File: config.mk
export PLATFORM = sky130hd
export DESIGN_NAME = cozy_uart
export DESIGN_NICKNAME = d
export VERILOG_FILES = /design/src/rtl/cozy_uart.sv
export SDC_FILE = /design/constraint.sdc
export NUM_CORES = 1
export LEC_CHECK = 0
export CAP_MARGIN = 10
export CORE_UTILIZATION = 60
export CTS_CLUSTER_DIAMETER = 60
export DETAILED_ROUTE_END_ITERATION = 8
export PLACE_DENSITY = 0.86
export RECOVER_POWER = 100
export SLEW_MARGIN = 20
export SYNTH_ARGS = -nofsm -noshare
export SYNTH_HDL_FRONTEND = slang
export SYNTH_SLANG_ARGS = --single-unit
File: constraint.sdc
create_clock -name clk -period 8.5 [get_ports clk]
set_input_delay 0.85 -clock clk [delete_from_list [all_inputs] [get_ports clk]]
set_output_delay 0.85 -clock clk [all_outputs]
set_load 0.02 [all_outputs]
File: src/rtl/cozy_uart.sv
// Memory-mapped 8N1 UART responder for the cozy CPU data bus.
// Answers loads/stores with RAM timing; TX FIFO feeds a shifter, RX lands in a one-byte holding register.
module cozy_uart #(
  parameter logic [15:0] BASE        = 16'hff00,
  parameter logic [15:0] DEFAULT_DIV = 16'd434,
  parameter int unsigned TX_DEPTH    = 4
) (
  input  logic        clk,
  input  logic        reset_n,
  input  logic [15:0] mem_addr,
  input  logic [1:0]  mem_bwe,
  input  logic [15:0] mem_dout,
  output logic [15:0] mem_din,
  output logic        uart_tx,
  input  logic        uart_rx
);

  localparam int unsigned AW = $clog2(TX_DEPTH);

  localparam logic [1:0] ST_IDLE  = 2'd0;
  localparam logic [1:0] ST_START = 2'd1;
  localparam logic [1:0] ST_DATA  = 2'd2;
  localparam logic [1:0] ST_STOP  = 2'd3;

  // ---------------------------------------------------------------- decode
  logic       hit;
  logic [1:0] reg_sel;
  logic       data_wr;
  logic       data_rd;
  logic       stat_wr;
  logic       div_sel;
  logic       addr_lane_unused;

  assign hit              = (mem_addr[15:3] == BASE[15:3]);
  assign reg_sel          = mem_addr[2:1];
  assign data_wr          = hit && (reg_sel == 2'd0) && mem_bwe[0];
  assign data_rd          = hit && (reg_sel == 2'd0) && (mem_bwe == 2'b00);
  assign stat_wr          = hit && (reg_sel == 2'd1) && mem_bwe[0];
  assign div_sel          = hit && (reg_sel == 2'd2);
  assign addr_lane_unused = mem_addr[0];

  // ---------------------------------------------------------------- divisor
  logic [15:0] div;
  logic [15:0] div_eff;

  assign div_eff = (div < 16'd2) ? 16'd2 : div;

  always_ff @(posedge clk) begin
    if (!reset_n) begin
      div <= DEFAULT_DIV;
    end else if (div_sel) begin
      if (mem_bwe[0]) div[7:0]  <= mem_dout[7:0];
      if (mem_bwe[1]) div[15:8] <= mem_dout[15:8];
    end
  end

  // ---------------------------------------------------------------- TX FIFO
  logic [7:0]  fifo_mem [TX_DEPTH];
  logic [AW:0] wr_ptr;
  logic [AW:0] rd_ptr;
  logic        fifo_empty;
  logic        fifo_full;
  logic        tx_pop;
  logic        push_ok;
  logic [7:0]  fifo_head;

  assign fifo_empty = (wr_ptr == rd_ptr);
  assign fifo_full  = (wr_ptr[AW] != rd_ptr[AW]) && (wr_ptr[AW-1:0] == rd_ptr[AW-1:0]);
  // A pop in the same cycle frees the slot the push needs.
  assign push_ok    = data_wr && (!fifo_full || tx_pop);
  assign fifo_head  = fifo_mem[rd_ptr[AW-1:0]];

  always_ff @(posedge clk) begin
    if (push_ok) fifo_mem[wr_ptr[AW-1:0]] <= mem_dout[7:0];
  end

  always_ff @(posedge clk) begin
    if (!reset_n) begin
      wr_ptr <= '0;
      rd_ptr <= '0;
    end else begin
      if (push_ok) wr_ptr <= wr_ptr + 1'b1;
      if (tx_pop)  rd_ptr <= rd_ptr + 1'b1;
    end
  end

  // ---------------------------------------------------------------- transmitter
  logic [1:0]  tx_state;
  logic [15:0] tx_cnt;
  logic [15:0] tx_div;
  logic [2:0]  tx_bit;
  logic [7:0]  tx_shift;
  logic        tx_tick;

  assign tx_tick = (tx_cnt == 16'd0);
  assign tx_pop  = !fifo_empty &&
                   ((tx_state == ST_IDLE) || ((tx_state == ST_STOP) && tx_tick));

  always_ff @(posedge clk) begin
    if (!reset_n) begin
      tx_state <= ST_IDLE;
      tx_cnt   <= '0;
      tx_div   <= DEFAULT_DIV;
      tx_bit   <= '0;
      tx_shift <= '0;
      uart_tx  <= 1'b1;
    end else begin
      case (tx_state)
        ST_IDLE: begin
          if (tx_pop) begin
            tx_state <= ST_START;
            tx_shift <= fifo_head;
            tx_div   <= div_eff;
            tx_cnt   <= div_eff - 16'd1;
            uart_tx  <= 1'b0;
          end
        end
        ST_START: begin
          if (tx_tick) begin
            tx_state <= ST_DATA;
            uart_tx  <= tx_shift[0];
            tx_shift <= {1'b0, tx_shift[7:1]};
            tx_bit   <= '0;
            tx_cnt   <= tx_div - 16'd1;
          end else begin
            tx_cnt <= tx_cnt - 16'd1;
          end
        end
        ST_DATA: begin
          if (tx_tick) begin
            tx_cnt <= tx_div - 16'd1;
            if (tx_bit == 3'd7) begin
              tx_state <= ST_STOP;
              uart_tx  <= 1'b1;
            end else begin
              uart_tx  <= tx_shift[0];
              tx_shift <= {1'b0, tx_shift[7:1]};
              tx_bit   <= tx_bit + 3'd1;
            end
          end else begin
            tx_cnt <= tx_cnt - 16'd1;
          end
        end
        default: begin
          if (tx_tick) begin
            if (tx_pop) begin
              // Back-to-back frame: next start bit follows the stop bit with no idle gap.
              tx_state <= ST_START;
              tx_shift <= fifo_head;
              tx_div   <= div_eff;
              tx_cnt   <= div_eff - 16'd1;
              uart_tx  <= 1'b0;
            end else begin
              tx_state <= ST_IDLE;
            end
          end else begin
            tx_cnt <= tx_cnt - 16'd1;
          end
        end
      endcase
    end
  end

  // ---------------------------------------------------------------- receiver
  logic        rx_s1;
  logic        rx_s2;
  logic        rx_prev;
  logic [1:0]  rx_state;
  logic [15:0] rx_cnt;
  logic [15:0] rx_div;
  logic [2:0]  rx_bit;
  logic [7:0]  rx_shift;
  logic        rx_tick;
  logic        rx_done;

  assign rx_tick = (rx_cnt == 16'd0);
  assign rx_done = (rx_state == ST_STOP) && rx_tick && rx_s2;

  always_ff @(posedge clk) begin
    if (!reset_n) begin
      rx_s1   <= 1'b1;
      rx_s2   <= 1'b1;
      rx_prev <= 1'b1;
    end else begin
      rx_s1   <= uart_rx;
      rx_s2   <= rx_s1;
      rx_prev <= rx_s2;
    end
  end

  always_ff @(posedge clk) begin
    if (!reset_n) begin
      rx_state <= ST_IDLE;
      rx_cnt   <= '0;
      rx_div   <= DEFAULT_DIV;
      rx_bit   <= '0;
      rx_shift <= '0;
    end else begin
      case (rx_state)
        ST_IDLE: begin
          if (rx_prev && !rx_s2) begin
            rx_state <= ST_START;
            rx_div   <= div_eff;
            rx_cnt   <= (div_eff >> 1) - 16'd1;
          end
        end
        ST_START: begin
          if (rx_tick) begin
            if (rx_s2) begin
              rx_state <= ST_IDLE;
            end else begin
              rx_state <= ST_DATA;
              rx_bit   <= '0;
              rx_cnt   <= rx_div - 16'd1;
            end
          end else begin
            rx_cnt <= rx_cnt - 16'd1;
          end
        end
        ST_DATA: begin
          if (rx_tick) begin
            rx_shift <= {rx_s2, rx_shift[7:1]};
            rx_bit   <= rx_bit + 3'd1;
            rx_cnt   <= rx_div - 16'd1;
            if (rx_bit == 3'd7) rx_state <= ST_STOP;
          end else begin
            rx_cnt <= rx_cnt - 16'd1;
          end
        end
        default: begin
          if (rx_tick) rx_state <= ST_IDLE;
          else         rx_cnt   <= rx_cnt - 16'd1;
        end
      endcase
    end
  end

  // ---------------------------------------------------------------- holding register and flags
  logic       rxv;
  logic       overrun;
  logic       txdrop;
  logic [7:0] rxbyte;
  logic       rx_pop;

  assign rx_pop = data_rd && rxv;

  always_ff @(posedge clk) begin
    if (!reset_n) begin
      rxv     <= 1'b0;
      overrun <= 1'b0;
      rxbyte  <= '0;
    end else begin
      if (stat_wr && mem_dout[4]) overrun <= 1'b0;
      // A byte arriving alongside a CPU pop wins and is not an overrun.
      if (rx_done) begin
        rxbyte <= rx_shift;
        rxv    <= 1'b1;
        if (rxv && !rx_pop) overrun <= 1'b1;
      end else if (rx_pop) begin
        rxv <= 1'b0;
      end
    end
  end

  always_ff @(posedge clk) begin
    if (!reset_n) begin
      txdrop <= 1'b0;
    end else if (data_wr && !push_ok) begin
      txdrop <= 1'b1;
    end else if (stat_wr && mem_dout[5]) begin
      txdrop <= 1'b0;
    end
  end

  // ---------------------------------------------------------------- read data
  logic [15:0] status;

  assign status = {10'b0, txdrop, overrun, rxv, (tx_state != ST_IDLE), fifo_empty, fifo_full};

  always_ff @(posedge clk) begin
    if (!reset_n) begin
      mem_din <= '0;
    end else if (hit) begin
      case (reg_sel)
        2'd0:    mem_din <= {rxv, 7'b0, rxbyte};
        2'd1:    mem_din <= status;
        2'd2:    mem_din <= div;
        default: mem_din <= '0;
      endcase
    end else begin
      mem_din <= '0;
    end
  end

endmodule
==> results.json <==
{
  "ir_drop_v": 0.0002871,
  "start_kind": "input port",
  "gp_congestion": 0.9418,
  "min_period_over_period_pct": 63.67,
  "dieHeight_um": 130.5,
  "drc": 0,
  "grt_setup_unrepaired": "no",
  "final_common_cell": "nand2_1",
  "fmax_mhz": 184.8,
  "finalSetupTns_ns": 0,
  "ys_seq_area_share_pct": 39.01,
  "rrSetupSlack_ns": 3.97,
  "grtUsageMet1_pct": 42.98,
  "synth_fp_nets": 1252,
  "antenna_found_initial": 0,
  "combPwrFrac_pct": 48.3,
  "num_vias": 9204,
  "seq_power_share_pct": 29.5,
  "synthFlopType": "dfxtp_1",
  "cts_root_buf": "clkbuf_16",
  "postCtsSetupBuffers": 0,
  "power_frac_clock_pct": 22.2,
  "clock_latency_ns": 0.44,
  "syn_avg_cell_area_um2": 8.315,
  "io_buffers": 52,
  "critPathKind": "input port to flop",
  "r2r-end": "tx_shift[7]$_SDFFE_PN0P_",
  "io_pins": 54,
  "initial_utilization_pct": 61.89,
  "hold_buffers": 0,
  "cts_buffers": 17,
  "area_growth_syn_to_layout_pct": 10.84,
  "dieArea_mm2": 0.01702,
  "fin_skew_ns": 0.007270,
  "vias_per_cell": 6.500,
  "switching_share_pct": 44.34,
  "min_to": "rx_s2$_SDFF_PN1_",
  "clockBufferDepth": 2,
  "slew_headroom_pct": -115.2,
  "hold_start": "rx_s1$_SDFF_PN1_",
  "synthArstFlopShare_pct": 0,
  "ys_seq_elements": 177,
  "htreeDepth": 4,
  "drv_cap": 3,
  "groute.usage.overall_pct": 32.46,
  "nNetsFinal": 1248,
  "layout_common_cells": "nand2_1 (231), dfxtp_1 (145), a21oi_1 (96)",
  "violations": "capacitance limit, slew limit",
  "cellPowerDensity_mw_per_mm2": 336.0,
  "coreArea_mm2": 0.01600,
  "final_layout_size_suffix_gt1_share_pct": 6.083,
  "path_cells": "buf_2 > clkbuf_1 > inv_1 > buf_4 > nor2_1 > o21ai_0 > o221ai_1",
  "setup_violations": 0,
  "grt_pass1_wl_mm": 42.75,
  "timing.rr.start": "tx_cnt[0]$_SDFF_PN0_",
  "ys_warn_count": 0,
  "holdPathStages": 1,
  "slew_violations": 112,
  "antenna_cells": 0,
  "clk_pin_slew_ns": 0.07,
  "cts_resized": 0,
  "top_usage_layer": "met2",
  "synth-edff-count": 32,
  "overflow": 0,
  "die_w_um": 130.5,
  "post_drt_wl_per_cell_um": 18.94,
  "met3_usage_pct": 6.840,
  "cts_num_sinks": 177,
  "firstDrtPassIters": 6,
  "syn_area_mm2": 0.009903,
  "timing.hold.ws_ns": 0.4304,
  "critPathMaxFanout": 65,
  "crit_slowest_cell": "clkbuf_1",
  "p_sw_uw": 1636,
  "worstPathArrival_ns": 5.77,
  "drtAntennaViolNets": 0,
  "worstPathRequired_ns": 8.85,
  "endpoint_kind": "flop",
  "fin_crit_ns": 5.412,
  "yosysUniqueCellTypes": 86,
  "grt_pass1_vias": 8377,
  "internal_power_uw": 2053,
  "power.leakage_uw": 0.003838,
  "synthCells": 1191,
  "drt_iter0_markers": 1238,
  "rows": 46,
  "n_fill_cell": 1297,
  "holdCritPathClass": "flop to flop",
  "hold_viol": 0,
  "outcome": "finished, violations left",
  "grt_max_degree": 66,
  "met2_usage_pct": 51.53,
  "max_stage_delay_ns": 2.28,
  "worstMarginPinSlew_ns": 3.227,
  "cts_tree": "done",
  "dpl.hpwl_mm": 18.02,
  "totalWireLength_mm": 26.82,
  "reg2reg_depth": 8
}
## cells in the mapped netlist, drive strengths merged (8+ instances only)
master	instances	area (um^2)
a211oi	13	97.59
a21oi	97	489.2
a221oi	9	85.08
a311oi	9	85.08
a31oi	17	112.6
and2	15	93.84
buf	17	97.59
clkbuf	63	236.5
dfxtp	145	2903
edfxtp	32	960.9
ha	24	300.3
inv	29	108.9
mux2i	24	240.2
mux4	8	180.2
nand2	231	867.1
nand2b	14	87.58
nand3	42	210.2
nand4	15	93.84
nor2	80	302.8
nor3	31	170.2
nor4	23	216.5
o211ai	11	82.58
o21a	8	60.06
o21ai	42	217.7
or3	10	67.56
or4	15	120.1
xnor2	35	306.5
xor2	29	254.0
## power groups by stage
stage                     Clock (uW)  Sequential, uW  Combinational (uW)
final                            819            1090                1780
after global routing             855            1100                1930
after CTS                        821            1080                1730
after detailed placement           0            1100                1720
after global placement             0            1100                1690
after floorplan                    0            1050                1440
## metrics by stage
stage / util [%] / cells / power, uW / area (um^2) / setup slack (ns)
floorplan: - / 1191 / 2490 / 9903 / 5.401
global placement: 64.95 / 1384 / 2785 / 10390 / 4.674
detailed placement: 64.95 / 1384 / 2816 / 10390 / 4.638
CTS: 68.78 / 1416 / 3633 / 11000 / 4.592
global route: 68.60 / 1416 / 3889 / 10980 / 2.824
finish: 68.60 / 1416 / 3688 / 10980 / 3.088
## cells by family after synthesis
group / after synthesis / share of synthesized area [%]
xor+xnor: 64 / 5.660
flops: 177 / 39.01
mux: 33 / 4.359
compound gates: 267 / 17.70
fa+ha+maj: 24 / 3.032
simple gates: 517 / 25.76
buf+inv: 109 / 4.472
## area by class of cell
type / instances / area [um^2] / area share (%)
repair buffers: 57 / 545.5 / 4.970
clock buffers: 19 / 442.9 / 4.035
clock inverters: 13 / 168.9 / 1.539
inverters: 29 / 108.9 / 0.9917
well taps: 216 / 270.3 / 2.462
flip-flops and latches: 177 / 3864 / 35.20
multi-input cells: 905 / 5577 / 50.80
## worst max path at each step
stage                               startpoint                       end  slack (ns)  cells past startpoint
after floorplan                    mem_addr[6]  fifo_mem[3][0]$_DFFE_PP_        5.40                      4
after global placement    div[10]$_SDFFE_PN0P_     tx_cnt[11]$_SDFF_PN0_        4.67                     10
after detailed placement  div[10]$_SDFFE_PN0P_     tx_cnt[11]$_SDFF_PN0_        4.64                     10
after CTS                 div[10]$_SDFFE_PN0P_     tx_cnt[11]$_SDFF_PN0_        4.59                     10
after global routing                   reset_n    rx_cnt[6]$_SDFFE_PN0P_        2.82                      7
final                                  reset_n    rx_cnt[6]$_SDFFE_PN0P_        3.09                      7
## flip-flops by register name, summed over array words and instances, names as in the netlist, 3 cells and up, named ones only
register and cells:
tx_cnt 16, rxbyte 8, fifo_mem 32, rx_div 16
rx_cnt 16, rd_ptr 3, rx_shift 8, div 16
tx_shift 8, mem_din 16, tx_bit 3, rx_bit 3
wr_ptr 3, tx_div 16
## routing by layer
layer,routed length (um),up-vias,part of all wire [%]
li1,-,4266,-
met1,10940,4327,41
met2,12410,522,46
met3,2631,89,9.8
met4,835,0,3.1
met5,0,-,0
## critical path: cells and delay by family
kind | cells | cell delay (ns)
compound gates | 2 | 0.23
buf+inv | 4 | 4.34
simple gates | 1 | 0.30
Power figures use the tool's default switching activity.
==> RTL edit: new RTL, same flow settings <==
`DEFAULT_DIV`: 16'd434 -> 16'd325.
--- a/src/rtl/cozy_uart.sv
+++ b/src/rtl/cozy_uart.sv
@@ -2,7 +2,7 @@
 // Answers loads/stores with RAM timing; TX FIFO feeds a shifter, RX lands in a one-byte holding register.
 module cozy_uart #(
   parameter logic [15:0] BASE        = 16'hff00,
-  parameter logic [15:0] DEFAULT_DIV = 16'd434,
+  parameter logic [15:0] DEFAULT_DIV = 16'd325,
   parameter int unsigned TX_DEPTH    = 4
 ) (
   input  logic        clk,
Formal check against the unedited RTL: not equivalent (a bounded check fails within 4 cycles, from zero or initial values and one cycle with reset_n low).
==> RTL edit against the unedited design <==
  * The flow still finishes with violations (capacitance limit, slew limit)
  * Sequential cell count is the same
  * Register-to-register slack gained 0.40 ns
  * Final cell count shrank 1.1%
  * Die area shrank 2.0%
  * Fmax shrank 9.9%
  * Wire length shrank 2.1%
  * Sequential power shrank 7%
  * Final area shrank 1.2%
  * Total power shrank 14%
  * Setup slack lost 0.59 ns
  * Synthesized cell count shrank 2.1%
  * Count of clock-buffer cells in the layout shrank 2
  * Synthesized area shrank 2.0%
==> RTL edit: results (changes against the unedited design) <==
sw_frac_of_total: 0.4336  # was 0.4434
multi_input_area_um2: 5398  # was 5577 um^2
fin_skew_ns: 0.01340  # was 0.007270 ns
grt_max_degree: 91  # was 66
netlist_top_cells_count: "nand2_1 (197), dfxtp_1 (145), nor2_1 (98)"  # was nand2_1 (231), dfxtp_1 (145), a21oi_1 (96)
grt_pass1_vias: 8493  # was 8377
via_per_inst: 6.452  # was 6.500
peakVddDrop_uv: 216.8  # was 287.1 uV
synth_area_leaders: "dfxtp_1 (30%), edfxtp_1 (9.9%), nand2_1 (7.6%), a21oi_1 (4.5%), nor2_1 (3.8%)"  # was dfxtp_1 (29%), edfxtp_1 (9.7%), nand2_1 (8.8%), a21oi_1 (4.9%), xnor2_1 (3.1%)
syn_nets: 1227  # was 1252
reg2reg_slack_ns: 4.37  # was 3.97 ns
hold-path-endpoint: "rx_s2"  # unchanged
slew_headroom: -1.834  # was -1.152
grtUsageTotal: 0.3267  # was 0.3246
status: "finished with violations"  # unchanged
drt_iter0_drc: 1011  # was 1238
fillCellCount: 1230  # was 1297
grt_pass1_wl_mm: 42.36  # was 42.75 mm
power.leakage_nw: 3.921  # was 3.838 nW
wl_mm: 26.27  # was 26.82 mm
slew_viol_final: 126  # was 112
seq_area_frac_synth: 0.3982  # was 0.3901
violations: "capacitance limit, slew limit"  # unchanged
place.gp.congestion: 0.9185  # was 0.9418
maxCapViolCount: 2  # was 3
ys_types: 71  # was 86
drive_gt1_frac: 0.05236  # was 0.06083
cp_max_fo: 90  # was 65
hpwlAfterDp_mm: 17.54  # was 18.02 mm
## RTL edit: cell count changes in the layout (fill, tap and decap cells not counted), moves of 6 or more
cell,before,now
nand3_1,42,36
or4_1,13,5
or2_2,6,0
a211oi_1,13,21
nor3_1,29,40
o21a_1,8,2
nand2_1,231,197
nand2b_1,14,7
a21oi_1,96,88
a311oi_1,8,20
nor2_1,80,99
## RTL edit: power groups by stage
stage	clock network, mW	registers (mW)	logic, mW
floorplan	0	0.992	1.07
global placement	0	1.02	1.29
detailed placement	0	1.02	1.32
CTS	0.780	1.00	1.34
global route	0.813	1.02	1.50
finish	0.780	1.01	1.38
## RTL edit: how the worst max path moves through the flow
stage	depth (start not counted)	end	start
after floorplan	10	tx_cnt[7]	div[9]
after global placement	9	tx_cnt[7]	div[9]
after detailed placement	9	tx_cnt[7]	div[9]
after CTS	9	tx_cnt[7]	div[9]
after global routing	5	tx_cnt[7]	reset_n
final	5	tx_cnt[7]	reset_n
## RTL edit: kinds of logic (layout without fill, tap and decap cells)
| logic type | Yosys count | after routing | share of synthesized area |
|---|---|---|---|
| AND/OR/NAND/NOR | 490 | 490 | 0.2394 |
| AO/OA/AOI/OAI | 260 | 260 | 0.1775 |
| flip-flops | 177 | 177 | 0.3982 |
| buffers and inverters | 112 | 130 | 0.04578 |
| XOR/XNOR | 66 | 66 | 0.05958 |
| multiplexers | 37 | 37 | 0.04862 |
| adder cells (fa/ha/maj) | 24 | 24 | 0.03095 |
## RTL edit: through the flow
| stage | power (mW) | setup slack, ns | cells |
|---|---|---|---|
| 2_1_floorplan | 2.060 | 5.314 | 1166 |
| 3_3_place_gp | 2.313 | 4.864 | 1368 |
| 3_5_place_dp | 2.342 | 4.775 | 1368 |
| 4_1_cts | 3.126 | 4.745 | 1400 |
| 5_1_grt | 3.335 | 2.339 | 1400 |
| 6_report | 3.167 | 2.493 | 1400 |
## RTL edit: worst max-delay path, stage by stage
cell and delay [ns]:
dlygate4sd3_1 0.53, clkbuf_1 0.77, inv_1 0.60, clkbuf_1 3.01, nor4_1 0.28
## RTL edit: per-layer routing
layer  up-vias  GRT usage  part of all wire
li1       4216          -                 -
met3       102    0.06689             0.091
met2       493     0.4987              0.45
met4         0     0.1730             0.041
met1      4222     0.4372              0.42
met5         -          0                 0
## RTL edit: final cells by class
cell class / instances / area share
sequential: 177 / 0.3563
tap: 216 / 0.02492
clock inverter: 15 / 0.01523
multi-input combinational: 877 / 0.4977
timing repair buffer: 63 / 0.05457
inverter: 35 / 0.01211
clock buffer: 17 / 0.03922
